[src/rtl/gpio_port.sv]
// Memory-mapped parallel output port: packed {GPIO, LED, CS} register with
// write/set/clear/toggle modes, LED blink mask, registered readback and CS-change strobe.
module gpio_port #(
    parameter int                 LED_W     = 8,
    parameter int                 CS_W      = 2,
    parameter int                 GPIO_W    = 22,
    parameter logic [LED_W-1:0]   LED_RST   = 8'h2A,
    parameter int                 BLINK_DIV = 24
) (
    input  logic              clk,
    input  logic              rst,
    input  logic              EN,
    input  logic              SEL,
    input  logic [1:0]        WMODE,
    input  logic [31:0]       PData_in,
    output logic [31:0]       PData_out,
    output logic [CS_W-1:0]   counter_set,
    output logic [LED_W-1:0]  LED_out,
    output logic [GPIO_W-1:0] GPIOf0,
    output logic              cs_changed
);

    localparam logic [31:0] R_RST = {{GPIO_W{1'b0}}, LED_RST, {CS_W{1'b0}}};

    generate
        if (LED_W + CS_W + GPIO_W != 32) begin : g_width_check
            $error("gpio_port: LED_W + CS_W + GPIO_W must equal 32");
        end
    endgenerate

    logic [31:0]          r_q, r_next;
    logic [LED_W-1:0]     m_q, m_next;
    logic [LED_W-1:0]     d_led;
    logic [31:0]          m_word;
    logic [BLINK_DIV-1:0] cnt_q;
    logic                 phase_q;

    assign d_led = PData_in[CS_W +: LED_W];

    always_comb begin
        r_next = r_q;
        m_next = m_q;
        if (EN) begin
            if (!SEL) begin
                case (WMODE)
                    2'b00:   r_next = PData_in;
                    2'b01:   r_next = r_q | PData_in;
                    2'b10:   r_next = r_q & ~PData_in;
                    default: r_next = r_q ^ PData_in;
                endcase
            end else begin
                case (WMODE)
                    2'b00:   m_next = d_led;
                    2'b01:   m_next = m_q | d_led;
                    2'b10:   m_next = m_q & ~d_led;
                    default: m_next = m_q ^ d_led;
                endcase
            end
        end
    end

    // Readback view of the mask sits at the LED bit position.
    always_comb begin
        m_word = '0;
        m_word[CS_W +: LED_W] = m_next;
    end

    always_ff @(posedge clk) begin
        if (rst) begin
            r_q        <= R_RST;
            m_q        <= '0;
            cnt_q      <= '0;
            phase_q    <= 1'b0;
            PData_out  <= '0;
            cs_changed <= 1'b0;
        end else begin
            r_q        <= r_next;
            m_q        <= m_next;
            PData_out  <= SEL ? m_word : r_next;
            cs_changed <= (r_next[CS_W-1:0] != r_q[CS_W-1:0]);
            // A mask write restarts the blink phase so all LEDs start in sync.
            if (EN && SEL) begin
                cnt_q   <= '0;
                phase_q <= 1'b0;
            end else begin
                cnt_q <= cnt_q + 1'b1;
                if (cnt_q == '1)
                    phase_q <= ~phase_q;
            end
        end
    end

    assign counter_set = r_q[CS_W-1:0];
    assign GPIOf0      = r_q[31:CS_W+LED_W];
    assign LED_out     = r_q[CS_W +: LED_W] ^ (m_q & {LED_W{phase_q}});

endmodule

[config.mk]
export PLATFORM = sky130hd
export DESIGN_NAME = gpio_port
export DESIGN_NICKNAME = d
export VERILOG_FILES = /design/src/rtl/gpio_port.sv
export SDC_FILE = /design/constraint.sdc
export NUM_CORES = 1
export LEC_CHECK = 0
export ABC_AREA = 1
export CAP_MARGIN = 40
export CELL_PAD_IN_SITES_DETAIL_PLACEMENT = 2
export CELL_PAD_IN_SITES_GLOBAL_PLACEMENT = 2
export CORE_MARGIN = 2
export CORE_UTILIZATION = 32
export DETAILED_ROUTE_END_ITERATION = 8
export PLACE_DENSITY_LB_ADDON = 0.12
export SLEW_MARGIN = 20
export SYNTH_ARGS = -nofsm -noshare
export SYNTH_HDL_FRONTEND = slang
export SYNTH_SLANG_ARGS = --single-unit
export TNS_END_PERCENT = 5
[constraint.sdc]
create_clock -name clk -period 4.33 [get_ports clk]
set_clock_uncertainty 0.2 [all_clocks]
set_input_delay 0.866 -clock clk [delete_from_list [all_inputs] [get_ports clk]]
set_output_delay 0.866 -clock clk [all_outputs]
set_load 0.005 [all_outputs]
-- Word level (Yosys, flattened, before mapping)
Index checks and enable logic that the tools add are counted.
- bits in registers: 98
- output and inout port bits: 65
- bitwise operators: 11
- muxes and demuxes: 7
- reductions and logical operators: 4
- equality and inequality tests: 4
- add/subtract/negate cells: 1
- operator list (kind ; number):
    $pmux W32 S3 ; 1
    $mux W32 ; 2
    $and A32 B32 Y32 ; 1
    $not A32 Y32 ; 1
    $or A32 B32 Y32 ; 1
    $xor A32 B32 Y32 ; 1
    $add A24 B1 Y24 const B ; 1
    $eq A24 B24 Y1 const B ; 1
    $pmux W8 S3 ; 1
    $and A8 B8 Y8 ; 2
    $mux W8 ; 2
    $xor A8 B8 Y8 ; 2
    $mux W10 ; 1
    $not A8 Y8 ; 1
    $or A8 B8 Y8 ; 1
    $reduce_or A2 Y1 ; 2
    $eq A2 B1 Y1 const B ; 1
    $eq A2 B2 Y1 const B ; 1
    $logic_not A2 Y1 ; 1
    $ne A2 B2 Y1 ; 1
    $logic_and A1 B1 Y1 ; 1
    $not A1 Y1 ; 1

-- Logic depth before layout (Yosys ltp)
Gate-level depths: netlist (run 1).
- word-level depth: 6
- gate-level depth with buffers: 10
- mapped depth without buffers: 10

-- Worst setup path after synthesis (run 1)
Ideal clock, no wire load.
- path type: input -> register
- from: input port WMODE[0]
- to: register cs_changed
- arrival: 1760 ps
- path slack: 2242 ps
- path buffers: 2
- required time: 4002 ps
- setup time: 128 ps
- cell stages on the path: 10
- cell sequence: buf_4 -> nand2_2 -> buf_2 -> nor2_1 -> nor2_1 -> nand2_1 -> nand3_1 -> nand2_1 -> nor2_1 -> nor2_1
- word-level cells in the longest chain between the ends: 5
- elaborated cells between the ends (all ways): 7
- those cells by class: eq/ne (3); mux (3); reduce/logical (1)
- ends and longest elaborated chain (what ; RTL line ; source):
    start: declaration ; 14 ; input logic [1:0] WMODE,
    $eq A2 B2 Y1 (tied with other cells) ; 45 ; case (WMODE)
    $pmux W32 S3 (*) ; 45 ;
    $mux W32 (*) ; 44 ; if (!SEL) begin
    $mux W32 (*) ; 43 ; if (EN) begin
    $ne A2 B2 Y1 (*) ; 80 ; cs_changed <= (r_next[CS_W-1:0] != r_q[CS_W-1:0]);
    end signal: assignment ; 80 ;
    end: declaration ; 20 ; output logic cs_changed
Every way passes the cells marked *; elsewhere a longest branch is shown, timed or not.
A chain may end at the register's enable or synchronous reset.

-- Final worst setup path (run 1)
- from: input port WMODE[0]
- to: register PData_out[29]
- word-level cells in the longest chain between the ends: 4
- elaborated cells between the ends (all ways): 6
- those cells by class: eq/ne (2); mux (3); reduce/logical (1)
- ends and longest elaborated chain (what ; RTL line ; source):
    $eq A2 B2 Y1 (tied with other cells) ; 45 ;
    $pmux W32 S3 (*) ; 45 ;
    $mux W32 (*) ; 44 ;
    $mux W32 (*) ; 43 ;
    end signal: assignment ; 79 ; PData_out <= SEL ? m_word : r_next;
    end: declaration ; 16 ; output logic [31:0] PData_out,
Marked as above.

==> results.ini, run 1 <==
[outcome]
outcome=finished clean

[floorplan]
ios=103
initial_utilization_pct=32.8
die_w_um=143
die_height_um=143
coreArea_um2=18800
row_count=50
dieArea_um2=20400

[clock_tree]
clkTransAtPathRegs_ns=0.07
hold_buffers=0
clk_path_buf_depth=2
cts_sinks=98
h-tree-depth=3
post_cts_buffers=0
clock_latency_ns=0.36
cts_resized=0
cts_tree=done
cts_root_buf=clkbuf_16
numCtsBuffers=9

[sta]
max_slew.worst_pin.slew_ns=0.795
max_freq_ghz=0.294
finalMaxSlewViolations=0
finalHoldViolCount=0
fin_crit_ns=3.41
slew_headroom_pct=46.9
fin_setup_tns_ns=0
period_share_pct=78.7
report.final.setup_viol=0
rsz0062_at_grt=no

[synthesis]
yosys-top-cells-area=dfxtp_1 (32%), ha_1 (16%), nand2_1 (12%)
synthFlopType=dfxtp_1
synth_nets=991
synth_warnings=0
synth_most_common_cell=nand2_1
synth_area_um2=6180
yosysUniqueCellTypes=31
synth-seq-area-share_pct=31.7
yosys.area.top_type=dfxtp_1
avgSynthCellArea_um2=7.09
synth_seq_cells=98
ys_top_cells_by_count=nand2_1 (191), inv_1 (116), nor2_1 (113)
synth_edf_count=0
synthCells=872
synth_top_area_share_pct=31.7
synthArstFlopShare_pct=0

[grt]
grt_pass1_vias=6692
grt.total_usage_pct=21.0
grt_start_max_net_pins=38
grt_overflow=0
antenna_found_initial=0
grt_pass1_wl_mm=33.5

[detailed_routing]
dr.pass1.iters=4
post-route-drc-count=0
routedWlPerCell_um=16.8
wirelength_mm=20.3
drtAntennaViolNets=0
initialDrtViolationCount=161
vias=5840
vias_per_cell=4.84

[place]
hpwl_mm=15.0
dp_cells=1191
routabilityCongestion=0.784
io_buffers=102

[setup_path]
worstPathRequired_ns=4.43
path_max_fanout=33
critical_path.startpoint_type=input pin
end_kind=flop
crit_type=input pin to flop
reg2regPathDepth=8
arrival_ns=3.51

[worst_hold_path]
whs_path_depth=1
hold_path_class=flop to flop

[finish]
fin_nets=1061
fin_cells=1207
drive_gt1_share_pct=5.07
postLayoutCoreUtil_pct=40.5
fillers=2192
area.growth.synth_to_final_pct=23.3
antennaDiodeCount=0

[power_and_ir_drop]
vdd_drop_max_uv=198
leakage_uw=0.00331
powerDensity_nw_per_um2=291

[job]
maxCapViolations=0

[flip-flops by register name (all words and copies together), names as in the netlist]
name,cells
PData_out,32
phase_q,1
r_q,32
cnt_q,24
m_q,8
cs_changed,1
[routing by layer]
layer | share of wire (%) | up-vias | global-route usage (%)
li1 | - | 2867 | -
met5 | 0 | - | 0
met1 | 45 | 2883 | 24.6
met2 | 52 | 72 | 39.7
met3 | 2.2 | 18 | 2.62
met4 | 1.3 | 0 | 5.94
[logic make-up (layout without fill, tap and decap cells)]
kind of cell	after synthesis	after routing	share of synthesized area [%]
adder cells (fa/ha/maj)	81	81	16.4
buffers and inverters	177	252	12.9
flip-flops	98	98	31.7
XOR/XNOR	11	11	1.56
AND/OR/NAND/NOR	367	367	24.4
AO/OA/AOI/OAI	138	138	13.0
[report_power, final]
part	leakage [uW]	total, uW	internal, uW	switching, uW
Sequential	0.000798	965	937	28.0
Combinational	0.00237	397	176	221
Clock	0.000145	857	465	392
[cells in the final DEF (no fill, tap or decap), types with 4 or more instances in the layout]
master	n
o211ai_1	21
inv_2	5
dfxtp_1	98
clkbuf_16	9
nand3b_1	4
nor2_1	113
xor2_1	10
inv_1	116
and2_1	11
nand2_1	191
a22oi_1	10
clkdlybuf4s50_1	102
o21ai_0	37
ha_1	81
buf_4	10
nand3_1	27
a21oi_2	7
o21ai_1	20
nand4_1	4
nor3_1	5
a21oi_1	39
[through the flow]
| step | setup WS [ns] | hold slack [ns] | total power (uW) | instance area, um2 |
|---|---|---|---|---|
| floorplan | 2.24 | 0.218 | 1210 | 6180 |
| global placement | 0.710 | 0.227 | 1350 | 7260 |
| detailed placement | 0.577 | 0.236 | 1390 | 7310 |
| CTS | 0.883 | 0.252 | 2260 | 7620 |
| global route | 0.714 | 0.277 | 2350 | 7620 |
| finish | 0.924 | 0.247 | 2220 | 7620 |
[cell type report]
class / count / area, um2 / share of cell area (%)
Inverter: 121 / 454 / 5.96
Sequential cell: 98 / 1960 / 25.8
Timing Repair Buffer: 115 / 1150 / 15.1
Tap cell: 260 / 325 / 4.27
Multi-Input combinational cell: 597 / 3420 / 44.9
Clock buffer: 10 / 239 / 3.14
Clock inverter: 6 / 63.8 / 0.838
[final timing paths]
path | from | end | slack (ns)
setup / recovery | WMODE[0] | PData_out[29]$_SDFF_PP0_ | 0.92
hold / removal | cnt_q[0]$_SDFF_PP0_ | cnt_q[0]$_SDFF_PP0_ | 0.25
setup reg to reg | cnt_q[0]$_SDFF_PP0_ | cnt_q[22]$_SDFF_PP0_ | 2.47
hold reg to reg | cnt_q[0]$_SDFF_PP0_ | cnt_q[0]$_SDFF_PP0_ | 0.25
[critical path, cell delays in order]
cell and delay, ns:
clkdlybuf4s50_1 0.94, nand2_2 0.62, inv_2 0.44, nand2_1 0.13, nand2_1 0.09, inv_1 0.05, a21oi_1 0.20, and2_1 0.16
Note: power is estimated with default switching activity, not from simulation.
==> inputs of run 2 (changes only) <==
CORE_UTILIZATION = 27   (was 32)
clock period = 3 ns   (was 4.33 ns; I/O delays follow)
==> run 2 against run 1 <==
Effect of this change: wire length decreased by 6.1%; combinational power increased by 43%; non-clock buffer count increased by 8; flip-flop and latch count did not move; count of clock-buffer cells in the layout is 1 higher; register-to-register slack lost 1.3 ns; largest power group unchanged.
==> results.ini, run 2 (synthesis results as in run 1) <==
[place]
post-place-ws_ns=0.303  ; -0.274 ns
hpwl_mm=14.2  ; -5.1%
routabilityCongestion=0.743  ; -5.2%
io_buffers=102  ; unchanged

[sta]
fin_crit_ns=2.68
max_slew.worst_pin.slew_ns=0.782  ; -0.0126 ns
period_share_pct=89.3
slew_headroom_pct=47.7  ; +0.77 points
fin_setup_tns_ns=0  ; unchanged
rsz0062_at_grt=no
setup_slack_ns=0.321  ; -0.603 ns
max_freq_ghz=0.373
finalMaxSlewViolations=0  ; unchanged
report.final.setup_viol=0  ; unchanged
finalHoldViolCount=0  ; unchanged

[clock_tree]
clk_path_buf_depth=2  ; unchanged
h-tree-depth=3  ; unchanged
numCtsBuffers=9  ; unchanged
clkTransAtPathRegs_ns=0.07  ; about the same
post_cts_buffers=0  ; unchanged
cts_tree=done
cts_sinks=98  ; unchanged
cts_root_buf=clkbuf_16
hold_buffers=0  ; unchanged
clock_latency_ns=0.35  ; about the same
cts_resized=0  ; unchanged

[floorplan]
dieArea_um2=24100  ; +18%
initial_utilization_pct=27.4  ; -5.4 points
row_count=55  ; +10%
die_height_um=155  ; +8.6%
die_w_um=155  ; +8.6%
ios=103  ; unchanged
coreArea_um2=22600  ; +20%

[setup_path]
reg2reg_from=cnt_q[4]$_SDFF_PP0_
r2r-end=cnt_q[17]$_SDFF_PP0_
critical_path.startpoint_type=flop
endpoint=LED_out[7]
crit_type=flop to output port
rrSetupSlack_ns=1.21  ; -1.26 ns
end_kind=output port
path_max_fanout=10  ; -70%
reg2regPathDepth=7  ; -1
worstPathRequired_ns=2.20  ; -2.23 ns
arrival_ns=1.88  ; -1.63 ns
critPathLaunch=phase_q$_SDFFE_PP0N_

[power_and_ir_drop]
powerDensity_nw_per_um2=414  ; +42%
leakage_uw=0.00335  ; +1.3%
vdd_drop_max_uv=231  ; +17%

[detailed_routing]
wl_met2_mm=8.97  ; -14%
vias=5647  ; -3.3%
vias_per_cell=4.55  ; -6.0%
wirelength_mm=19.0  ; -6.1%
wl_met3_um=569  ; +26%
post-route-drc-count=0  ; unchanged
drtAntennaViolNets=0  ; unchanged
initialDrtViolationCount=135  ; -16%
wl_met1_mm=9.33  ; +2.8%
dr.pass1.iters=4  ; unchanged
routedWlPerCell_um=15.3  ; -8.7%
top_layer=met4

[finish]
area.growth.synth_to_final_pct=24.9
fin_nets=1069  ; +0.75%
drive_gt1_share_pct=5.76  ; +0.69 points
mostFrequentLayoutCell=nand2_1
fillers=2703  ; +23%
mostFrequentLayoutCells=nand2_1 (191), inv_1 (116), nor2_1 (113)
top_regs=PData_out (32), r_q (32), cnt_q (24)

[grt]
grt_pass1_wl_mm=31.9  ; -4.9%
grt_start_max_net_pins=32  ; -16%
grt_pass1_vias=6132  ; -8.4%
grt_overflow=0  ; unchanged
grt.total_usage_pct=16.7  ; -4.3 points
antenna_found_initial=0  ; unchanged

[job]
maxCapViolations=0  ; unchanged

[outcome]
outcome=finished clean

[worst_hold_path]
hold_path_class=flop to flop

## run 2: worst min-delay path by stage
stage | start | endpoint | slack (ns) | depth (start not counted)
after floorplan | cnt_q[0]$_SDFF_PP0_ | cnt_q[0]$_SDFF_PP0_ | 0.22 | 1
after global placement | cnt_q[0]$_SDFF_PP0_ | cnt_q[0]$_SDFF_PP0_ | 0.24 | 1
after detailed placement | cnt_q[0]$_SDFF_PP0_ | cnt_q[0]$_SDFF_PP0_ | 0.25 | 1
after CTS | cnt_q[0]$_SDFF_PP0_ | cnt_q[0]$_SDFF_PP0_ | 0.26 | 1
after global routing | cnt_q[0]$_SDFF_PP0_ | cnt_q[0]$_SDFF_PP0_ | 0.28 | 1
final | cnt_q[0]$_SDFF_PP0_ | cnt_q[0]$_SDFF_PP0_ | 0.26 | 1
## run 2: per-stage QoR
stage / hold WS, ns / cells / total power [uW] / cell area [um2] / utilization [%]
CTS: 0.265 / 1240 / 3280 / 7710 / 34.2
global placement: 0.236 / 1224 / 1990 / 7410 / 32.8
floorplan: 0.218 / 872 / 1740 / 6180 / -
detailed placement: 0.247 / 1224 / 2000 / 7410 / 32.8
finish: 0.257 / 1241 / 3200 / 7720 / 34.2
global route: 0.279 / 1240 / 3400 / 7710 / 34.2
## run 2: critical path, cell delays in order, from the launching register on
cell and delay (ns):
dfxtp_1 0.62, nand2_1 0.14, xor2_1 0.23, clkdlybuf4s50_1 0.54
## run 2: area by class of cell
cell class                 instances  area, um2  share of cell area [%]
multi-input combinational        597       3420                    44.4
antenna                            1       2.50                  0.0324
tap                              285        357                    4.62
clock buffer                      11        243                    3.15
timing repair buffer             123       1220                    15.8
clock inverter                     5       60.1                   0.778
inverter                         121        454                    5.89
sequential                        98       1960                    25.4
## run 2: report_power, final
part | internal [uW] | switching, uW
Clock | 676 | 562
Combinational | 259 | 307
Sequential | 1350 | 38.7
Total | 2290 | 908
## run 2: routing by layer
metal  track usage (%)  vias to the layer above
met5                 0                        -
met4              3.67                        0
met3              2.79                       11
met2              28.8                       65
met1              21.9                     2695
li1                  -                     2876
